### src/rtl/board_io_ctrl.sv
// Board glue between PLL and core: button sync/debounce, core reset sequencing,
// and LED debug view of a selectable channel and bit window.
module board_io_ctrl #(
  parameter int NUM_BTN         = 4,
  parameter int NUM_LED         = 4,
  parameter int NUM_CH          = 4,
  parameter int CH_W            = 32,
  parameter int DEBOUNCE_CYCLES = 800000,
  parameter int RST_HOLD_CYCLES = 1024,
  parameter int SHOW_CYCLES     = 40000000
) (
  input  logic                                       clk,
  input  logic                                       reset,
  input  logic                                       pll_locked,
  input  logic [NUM_BTN-1:0]                         btn_raw,
  input  logic [NUM_CH*CH_W-1:0]                     dbg,
  output logic [NUM_BTN-1:0]                         btn_db,
  output logic [NUM_BTN-1:0]                         btn_press,
  output logic                                       core_reset_n,
  output logic [(NUM_CH > 2 ? $clog2(NUM_CH) : 1)-1:0] ch_sel,
  output logic [NUM_LED-1:0]                         led,
  output logic [1:0]                                 rst_state
);

  localparam int SEL_W  = (NUM_CH > 2) ? $clog2(NUM_CH) : 1;
  localparam int DB_W   = (DEBOUNCE_CYCLES > 2) ? $clog2(DEBOUNCE_CYCLES) : 1;
  localparam int HOLD_W = (RST_HOLD_CYCLES > 2) ? $clog2(RST_HOLD_CYCLES) : 1;
  localparam int SHOW_W = (SHOW_CYCLES > 2) ? $clog2(SHOW_CYCLES) : 1;
  localparam int NWIN   = CH_W / NUM_LED;
  localparam int WIN_W  = (NWIN > 2) ? $clog2(NWIN) : 1;

  typedef enum logic [1:0] {
    ST_WAIT = 2'd0,
    ST_HOLD = 2'd1,
    ST_RUN  = 2'd2
  } rst_state_t;

  logic [NUM_BTN-1:0] btn_m, btn_s, db_next;
  logic               lock_m, lock_s, abort;
  logic [DB_W-1:0]    db_cnt   [NUM_BTN];
  logic [DB_W-1:0]    cnt_next [NUM_BTN];
  rst_state_t         state, state_next;
  logic [HOLD_W-1:0]  hold_cnt, hold_next;
  logic [SEL_W-1:0]   sel_next;
  logic [WIN_W-1:0]   window, win_next;
  logic [SHOW_W-1:0]  show_cnt, show_next;
  logic               inc, dec;
  logic [CH_W-1:0]    ch_word;
  logic [NUM_LED-1:0] led_data;

  assign rst_state = state;

  // Debounce: a bit flips only after DEBOUNCE_CYCLES consecutive mismatches.
  always_comb begin
    db_next = btn_db;
    for (int i = 0; i < NUM_BTN; i++) begin
      cnt_next[i] = '0;
      if (btn_s[i] != btn_db[i]) begin
        if (db_cnt[i] == DB_W'(DEBOUNCE_CYCLES - 1)) db_next[i] = ~btn_db[i];
        else cnt_next[i] = db_cnt[i] + 1'b1;
      end
    end
  end

  assign abort = ~lock_s | btn_db[0];

  always_comb begin
    state_next = state;
    hold_next  = hold_cnt;
    if (abort) begin
      state_next = ST_WAIT;
      hold_next  = '0;
    end else begin
      case (state)
        ST_WAIT: begin
          state_next = ST_HOLD;
          hold_next  = '0;
        end
        ST_HOLD: begin
          if (hold_cnt == HOLD_W'(RST_HOLD_CYCLES - 1)) begin
            state_next = ST_RUN;
            hold_next  = '0;
          end else begin
            hold_next = hold_cnt + 1'b1;
          end
        end
        ST_RUN:  state_next = ST_RUN;
        default: state_next = ST_WAIT;
      endcase
    end
  end

  // Opposing presses in one cycle cancel out entirely.
  assign inc = btn_press[1] & ~btn_press[2];
  assign dec = btn_press[2] & ~btn_press[1];

  always_comb begin
    sel_next  = ch_sel;
    win_next  = window;
    show_next = (show_cnt != '0) ? show_cnt - 1'b1 : '0;
    if (inc) sel_next = (ch_sel == SEL_W'(NUM_CH - 1)) ? '0 : ch_sel + 1'b1;
    else if (dec) sel_next = (ch_sel == '0) ? SEL_W'(NUM_CH - 1) : ch_sel - 1'b1;
    if (inc | dec) begin
      show_next = SHOW_W'(SHOW_CYCLES - 1);
      win_next  = '0;
    end else if (btn_press[3]) begin
      win_next = (window == WIN_W'(NWIN - 1)) ? '0 : window + 1'b1;
    end
  end

  assign ch_word  = dbg[ch_sel*CH_W +: CH_W];
  assign led_data = ch_word[window*NUM_LED +: NUM_LED];

  always_ff @(posedge clk) begin
    if (reset) begin
      btn_m        <= '0;
      btn_s        <= '0;
      lock_m       <= 1'b0;
      lock_s       <= 1'b0;
      btn_db       <= '0;
      btn_press    <= '0;
      for (int i = 0; i < NUM_BTN; i++) db_cnt[i] <= '0;
      state        <= ST_WAIT;
      hold_cnt     <= '0;
      core_reset_n <= 1'b0;
      ch_sel       <= '0;
      window       <= '0;
      show_cnt     <= '0;
      led          <= '0;
    end else begin
      btn_m        <= btn_raw;
      btn_s        <= btn_m;
      lock_m       <= pll_locked;
      lock_s       <= lock_m;
      btn_db       <= db_next;
      btn_press    <= db_next & ~btn_db;
      for (int i = 0; i < NUM_BTN; i++) db_cnt[i] <= cnt_next[i];
      state        <= state_next;
      hold_cnt     <= hold_next;
      core_reset_n <= (state_next == ST_RUN);
      ch_sel       <= sel_next;
      window       <= win_next;
      show_cnt     <= show_next;
      if (!core_reset_n)        led <= '1;
      else if (show_cnt != '0)  led <= NUM_LED'(ch_sel);
      else                      led <= led_data;
    end
  end

endmodule

### config.mk
export PLATFORM = sky130hd
export DESIGN_NAME = board_io_ctrl
export DESIGN_NICKNAME = d
export VERILOG_FILES = /design/src/rtl/board_io_ctrl.sv
export SDC_FILE = /design/constraint.sdc
export NUM_CORES = 1
export LEC_CHECK = 0
export CORE_AREA = 2 2 159 161
export CTS_CLUSTER_DIAMETER = 60
export DETAILED_ROUTE_END_ITERATION = 12
export DIE_AREA = 0 0 161 163
export PLACE_DENSITY = 0.55
export SETUP_SLACK_MARGIN = 0.15
export SYNTH_ARGS = -nofsm -noshare
export SYNTH_HDL_FRONTEND = slang
export SYNTH_SLANG_ARGS = --single-unit
### constraint.sdc
create_clock -name clk -period 3 [get_ports clk]
set_clock_uncertainty 0.1 [all_clocks]
set_input_delay 0.6 -clock clk [delete_from_list [all_inputs] [get_ports clk]]
set_output_delay 0.6 -clock clk [all_outputs]
set_load 0.01 [all_outputs]
[Word-level counts from Yosys, hierarchy flattened]
Memories as Yosys holds them, arrays and structs flattened.
Index checks and enable logic that the tools add are counted.
Word-level totals
  bits in registers: 66
  RAM bits: 80
  word-level logic and storage cells: 103
  memories: 1
Memories
  db_cnt: depth 4, width 20, rd ports 4, clocked after Yosys merged registers in 0, write ports 4, line 40  | logic [DB_W-1:0] db_cnt [NUM_BTN];
Cells by class
  $add $sub $neg: 9
  equal/unequal tests: 14
  shift operators: 2
  multiplexer cells: 37
  bitwise gates (word level): 18
  reduce and logical (&&, ||, !) cells: 8
Operators with widths (number)
  20-bit 2-to-1 mux: 12
  128-bit by 8-bit indexed part select with 32-bit output: 1
  20-bit by 1-bit adder with 20-bit output, second input constant: 4
  20-bit equality test, second input constant: 4
  26-bit 2-to-1 mux: 2
  32-bit by 6-bit indexed part select with 4-bit output: 1
  26-bit nonzero test: 1
  26-bit by 1-bit subtractor with 26-bit output, second input constant: 1
  10-bit one-hot mux with 2 select lines: 1
  2-bit 2-to-1 mux: 6
  1-bit 2-to-1 mux: 11
  10-bit by 1-bit adder with 10-bit output, second input constant: 1
  10-bit equality test, second input constant: 1
  10-bit 2-to-1 mux: 1
  4-bit 2-to-1 mux: 2
  1-bit NOT: 8
  2-bit equality test, second input constant: 3
  1-bit bitwise OR: 6
  2-bit one-hot mux with 3 select lines: 1
  4-bit bitwise AND: 1
  2-bit zero test: 2
  1-bit inequality test: 4
  4-bit NOT: 1
  2-bit nonzero test: 2
  other kinds (9): 11

[Logic depth before layout (Yosys ltp)]
Gate-level depths: netlist of the first run.
  depth in word-level cells: 5
  gate-level depth with buffers: 10
  mapped depth without buffers: 7

[Least setup slack after synthesis of the first run]
OpenSTA, ideal clock, no wires.
  path type: reg-to-reg
  start point: reg ch_sel[0] (netlist bit)
  end point: reg ch_sel[1] (netlist bit)
  setup time: 128 ps
  arrival time: 2049 ps
  required time: 2772 ps
  path slack: 723 ps
  stages on the path, launching flop included: 11
  cells stage by stage: dfxtp_1 -> buf_2 -> buf_2 -> buf_4 -> buf_2 -> inv_1 -> ha_1 -> xor2_1 -> nor2_1 -> a21oi_1 -> nor2_1
Between the ends
  cells in the longest elaborated chain, start to end: 4
Ends and longest elaborated chain
  start, declared: line 20  | output logic [(NUM_CH > 2 ? $clog2(NUM_CH) : 1)-1:0] ch_sel,
  start signal, assigned: line 141  | ch_sel <= sel_next;
  2-bit by 1-bit subtractor with 2-bit output / 2-bit zero test (equally long branches): line 102  | else if (dec) sel_next = (ch_sel == '0) ? SEL_W'(NUM_CH - 1) : ch_sel - 1'b1;
  2-bit 2-to-1 mux (2 in a row): line 102
  2-bit 2-to-1 mux *: line 101  | if (inc) sel_next = (ch_sel == SEL_W'(NUM_CH - 1)) ? '0 : ch_sel + 1'b1;
Mark *: on every way between the ends. The rest lies on a longest branch, timed or not. The select of a mux whose other input is x is not followed.
A chain may end at the register's enable or synchronous reset.

[Final worst setup path of the first run]
  start point: reg ch_sel[1] (netlist bit)
  end point: out ch_sel[1] (netlist bit)
No word-level cell between the ends.

==> results of run 1 <==
[cell usage after synthesis (all sizes together), types with 17 or more instances]
library cell and instances:
nand3 30, nand2 51, xnor2 46, nor3 25
nor2 134, a21oi 28, mux2i 40, nor4 17
xor2 50, dfxtp 146, nand4 23, clkbuf 17
[per-stage QoR]
stage                     area (µm²)  util, %  total power [mW]
after floorplan                 7280        -              3.15
after global placement          9160     37.1              3.51
after detailed placement        9160     37.1              3.51
after CTS                       9770     39.6              5.74
after global routing            9770     39.6              6.00
final                           9770     39.6              5.66
[flip-flops by register name, summed over array words and instances (netlist names)]
register,count
db_cnt,80
show_cnt,26
hold_cnt,10
btn_db,4
btn_m,4
btn_press,4
btn_s,4
led,4
window,3
ch_sel,2
rst_state,2
core_reset_n,1
lock_m,1
lock_s,1
[cells by family after synthesis]
kind of cell	synth area share [%]
AOI/OAI and AO/OA	7.35
adders and majority gates	1.89
DFF	40.1
muxes	10.4
xor gates and xnor gates	11.5
and+or+nand+nor	25.7
buffers and inverters	2.90
[how the worst min path moves through the flow]
| stage | endpoint | start | slack (ps) |
|---|---|---|---|
| final | btn_s[2] | btn_m[2] | 340 |
| after floorplan | btn_s[0] | btn_m[0] | 310 |
| after global placement | btn_s[3] | btn_m[3] | 320 |
| after detailed placement | btn_s[2] | btn_m[2] | 320 |
| after CTS | btn_s[2] | btn_m[2] | 340 |
| after global routing | btn_s[2] | btn_m[2] | 360 |
[routing by layer]
metal / wire (µm) / vias to the layer above
met3: 910 / 19
met4: 272 / 0
met1: 7860 / 2808
met5: 0 / -
li1: - / 3152
met2: 8370 / 157
[power groups by stage]
stage / Clock, mW / Combinational, mW / Sequential [mW]
2_1_floorplan: 0 / 0.927 / 2.22
3_5_place_dp: 0 / 1.26 / 2.25
6_report: 2.20 / 1.25 / 2.21
3_3_place_gp: 0 / 1.26 / 2.25
5_1_grt: 2.36 / 1.41 / 2.23
4_1_cts: 2.26 / 1.27 / 2.21
[layout make-up]
class                      count  area (µm²)
timing repair buffer         163        1610
inverter                      17        63.8
fill                        2556       14900
tap                          330         413
clock buffer                  19         433
clock inverter                13         175
multi-input combinational    609        4150
sequential                   146        2930
==> flow_summary.yaml, run 1 <==
yosys:
  synthCells: 805
  synth-seq-cells: 146
  synth_ff_type: "dfxtp_1"
  synth.distinct_cells: 61
  synthArstFlopShare_pct: 0
  netlist_area_um2: 7280
  yosys_warnings: 0
  synth_edf_count: 0
  netlist_top_cells_area: "dfxtp_1, nor2_1, xor2_1"
  synth_top_area_share_pct: 40.1
  ys_seq_area_share_pct: 40.1
  syn_area_per_cell_um2: 9.05
  synthesis.nets: 951
  yosysTopAreaCell: "dfxtp_1"
clock_network:
  clk_pin_slew_worst_paths_ps: 60
  cts_resized: 0
  cts_tree: "done"
  clock_path_buffers: 2
  htreeDepth: 4
  cts_setup_buffers: 0
  holdBufCountCts: 0
  cts_root_buf: "clkbuf_16"
  clkSinkCount: 146
  clock_latency_ps: 420
  numCtsBuffers: 17
placed_design:
  dpl.hpwl_um: 13300
  place_inst: 1265
  io_buffers: 151
  gp_congestion: 0.770
  dpl_worst_slack_ps: 676
worst_setup_path:
  crit_path_start_kind: "register"
  crit_end: "ch_sel[1]"
  critPathTopFamily: "flip-flops"
  cp.arrival_ps: 1750
  worst-path-buf-inv: 1
  critPathMaxStageDelay_ps: 680
  critPathSlowestCell: "dfxtp_1"
  worstSetupPathType: "reg -> out"
  r2r-start: "show_cnt[0]"
  ff2ff_path_depth: 8
  startpoint: "ch_sel[1]"
  cp-end-kind: "output port"
  critPathRequiredTime_ps: 2300
  rr_endpoint: "led[3]"
  path_max_fanout: 14
  path_depth: 1
  r2r_slack_ps: 690
  crit_chain: "clkdlybuf4s50_1"
timing:
  hold_viol: 0
  finalCriticalPeriod_ps: 2450
  fin_ws_ps: 548
  whs_ps: 337
  setup_viol: 0
  max_freq_ghz: 0.408
  period_share_pct: 81.7
  rsz0062_at_grt: "no"
  fin_setup_tns_ps: 0
  tightest_slew_ps: 767
  relSlewSlack_pct: 48.4
  slew_violations: 0
drt:
  ant_nets: 0
  first_pass_iters: 4
  vias_per_cell: 4.73
  routed_wl_um: 17400
  num_vias: 6136
  drcViolationCount: 0
  wl_per_cell_um: 13.4
  first_iter_violations: 298
pwr:
  p_int_mw: 4.04
  swShare_pct: 28.6
  powerDensity_nw_per_um2: 579
  p_sw_mw: 1.62
  seqPwrFrac_pct: 39.1
  comb_power_share_pct: 22.1
  peakVddDrop_uv: 386
  clockPowerShare_pct: 38.8
  p_leak_nw: 3.21
cells_and_area:
  final_common_cell: "clkdlybuf4s50_1"
  area_growth_syn_to_layout_pct: 34.1
  drive_gt1_share_pct: 7.55
  finalNonFillerCells: 1297
  antenna_cells: 0
  final_cell_mix: "clkdlybuf4s50_1, dfxtp_1, nor2_1, nand2_1, xor2_1"
  num-nets-final: 1100
status:
  status: "completed"
global_routing:
  antenna_found_initial: 0
  grt-busiest-layer: "met2"
  gr-usage-met1_pct: 16.4
  grt_max_degree: 36
  grtUsageMet3_pct: 3.54
  gr-total-overflow: 0
  grt_pass1_vias: 5974
  grt_pass1_wl_um: 28900
  grt_use_met2_pct: 23.5
  grt_usage_pct: 13.7
die:
  io_pins: 152
  core_um2: 24700
  core.rowCount: 58
  die_h_um: 163
  die_w_um: 161
  initial_core_util_pct: 29.5
  die_area_um2: 26200
job:
  maxCapViolations: 0
min_path:
  hp-class: "reg -> reg"
  hold-path-cell-count: 1
(Power assumes the default switching activity.)
==> inputs of run 2 (changes only) <==
--- a/config.mk
+++ b/config.mk
@@ -9,7 +9,7 @@
 export CTS_CLUSTER_DIAMETER = 60
 export DETAILED_ROUTE_END_ITERATION = 12
 export DIE_AREA = 0 0 161 163
-export PLACE_DENSITY = 0.55
+export PLACE_DENSITY = 0.57
 export SETUP_SLACK_MARGIN = 0.15
 export SYNTH_ARGS = -nofsm -noshare
 export SYNTH_HDL_FRONTEND = slang
==> constraint.sdc (replaced) <==
create_clock -name clk -period 2.1 [get_ports clk]
set_clock_uncertainty 0.1 [all_clocks]
set_input_delay 0.42 -clock clk [delete_from_list [all_inputs] [get_ports clk]]
set_output_delay 0.42 -clock clk [all_outputs]
set_load 0.01 [all_outputs]
==> run 2 against run 1 <==
  * Largest power group unchanged
  * First-iteration DRC count down 22%
  * Combinational power grew 130%
  * Design area grew 13%
  * Total power is 60% higher
  * Core utilization rose by 5.3 points
  * Sequential power increased by 42%
  * Wire length is 10% higher
  * Die area did not move
  * Worst setup slack worse by 450 ps
  * Critical path type is now reg -> reg
  * Register-to-register slack got worse by 600 ps
  * Largest cell class unchanged
==> flow_summary.yaml, run 2 (synthesis results as in run 1) <==
timing:
  setup_viol: 0
  period_share_pct: 95.5
  rsz0062_at_grt: "yes"
  tightest_slew_ps: 469
  relSlewSlack_pct: 68.7
  slew_violations: 0
  finalCriticalPeriod_ps: 2010
  fin_setup_tns_ps: 0
  max_freq_ghz: 0.499
  hold_viol: 0
die:
  die_w_um: 161
  io_pins: 152
  initial_core_util_pct: 29.5
  die_h_um: 163
  core.rowCount: 58
  die_area_um2: 26200
  core_um2: 24700
worst_setup_path:
  worstSetupPathType: "reg -> reg"
  path_max_fanout: 5
  crit_path_start_kind: "register"
  cp-end-kind: "register"
  critPathMaxStageDelay_ps: 550
  critPathRequiredTime_ps: 2310
  cp.arrival_ps: 2220
  critPathSlowestCell: "or4bb_4"
  crit_chain: "or4bb_4, nor4_4, buf_4, or3_4, clkbuf_16, nor2_4"
cells_and_area:
  largest_register_ffs: 80
  largestRegisters: "db_cnt: 80 flops, show_cnt: 26 flops, hold_cnt: 10 flops"
  regMostFlops: "db_cnt"
  final_cell_mix: "clkdlybuf4s50_1, dfxtp_1, nor2_1, buf_4, xor2_1"
  final_common_cell: "clkdlybuf4s50_1"
  area_growth_syn_to_layout_pct: 52.0
  antenna_cells: 0
  num-nets-final: 1172
  drive_gt1_share_pct: 24.2
global_routing:
  grt_pass1_wl_um: 29800
  grt_use_met2_pct: 24.6
  grt-busiest-layer: "met2"
  grt_max_degree: 25
  gr-usage-met1_pct: 16.4
  grt_pass1_vias: 6302
  grt_usage_pct: 13.9
  grtUsageMet3_pct: 3.72
  antenna_found_initial: 0
  gr-total-overflow: 0
drt:
  routed_wl_um: 19200
  ant_nets: 0
  vias_per_cell: 4.77
  wl_per_cell_um: 14.0
  drcViolationCount: 0
  num_vias: 6524
  first_pass_iters: 4
  first_iter_violations: 232
placed_design:
  gp_congestion: 0.771
  io_buffers: 151
  dpl.hpwl_um: 13300
clock_network:
  clock_latency_ps: 420
  numCtsBuffers: 17
  htreeDepth: 4
  cts_root_buf: "clkbuf_16"
  cts_tree: "done"
  clk_pin_slew_worst_paths_ps: 60
  clkSinkCount: 146
  clock_path_buffers: 2
pwr:
  power_mw: 9.08
  p_leak_nw: 3.78
  peakVddDrop_uv: 499
  powerDensity_nw_per_um2: 820
job:
  maxCapViolations: 0
status:
  status: "completed"
min_path:
  hp-class: "in -> reg"
[run 2: cell count changes in the layout (fill, tap and decap cells not counted), moves of 7 or more]
cell             change
or4_1                -7
or4_4                +7
dfxtp_1             -18
nor2_2              +16
buf_6                +9
clkdlybuf4s50_1      -7
dfxtp_2             +16
buf_4               +49
buf_12               +7
nor2_1              -43
nor2_4              +27
[run 2: where the power goes]
group / internal (mW) / total (mW) / switching [mW]
Sequential: 2.98 / 3.13 / 0.157
Combinational: 1.59 / 2.88 / 1.28
Clock: 1.86 / 3.07 / 1.21
[run 2: what timing repair did]
action / in CTS / in global routing
setup endpoints to repair: 86 / 118
cloned: 1 / 9
gates resized for setup: 34 / 129
hold buffers: 0 / 0
pin swaps: 12 / 58
buffers inserted: 10 / 6
[run 2: worst paths after layout]
check,startpoint,end,slack [ps],depth (start not counted)
setup / recovery,db_cnt[0][8],db_cnt[0][8],90,6
hold / removal,reset,btn_db[1],270,2
setup reg to reg,db_cnt[0][8],db_cnt[0][8],90,6
hold reg to reg,btn_m[2],btn_s[2],340,1
[run 2: metrics by stage]
stage / std cells / instance area [µm²] / hold slack [ps] / setup slack, ps / util, %
final: 1369 / 11100 / 273 / 94.8 / 44.9
after global routing: 1369 / 11100 / 309 / -0.353 / 44.9
after CTS: 1354 / 10400 / 254 / 83.5 / 42.0
after detailed placement: 1311 / 9590 / 328 / 5.75 / 38.9
after global placement: 1311 / 9590 / 322 / 21.4 / 38.9
after floorplan: 805 / 7320 / 314 / 101 / -
[run 2: area by class of cell]
| class | count | area (µm²) |
|---|---|---|
| Multi-Input combinational cell | 609 | 4650 |
| Inverter | 17 | 63.8 |
| Clock buffer | 22 | 474 |
| Sequential cell | 146 | 2950 |
| Tap cell | 330 | 413 |
| Timing Repair Buffer | 235 | 2390 |
| Fill cell | 2417 | 13600 |
| Clock inverter | 10 | 123 |
[run 2: routing by layer]
metal / vias to the layer above / routed length, µm
met5: - / 0
met4: 0 / 306
met3: 24 / 980
met2: 168 / 9630
met1: 3030 / 8260
li1: 3302 / -
[run 2: worst max-delay path: cells and delay by family, from the launching register on]
family                 cells  cell delay [ps]
buffers and inverters      2              360
DFF                        1              340
and+or+nand+nor            4             1090
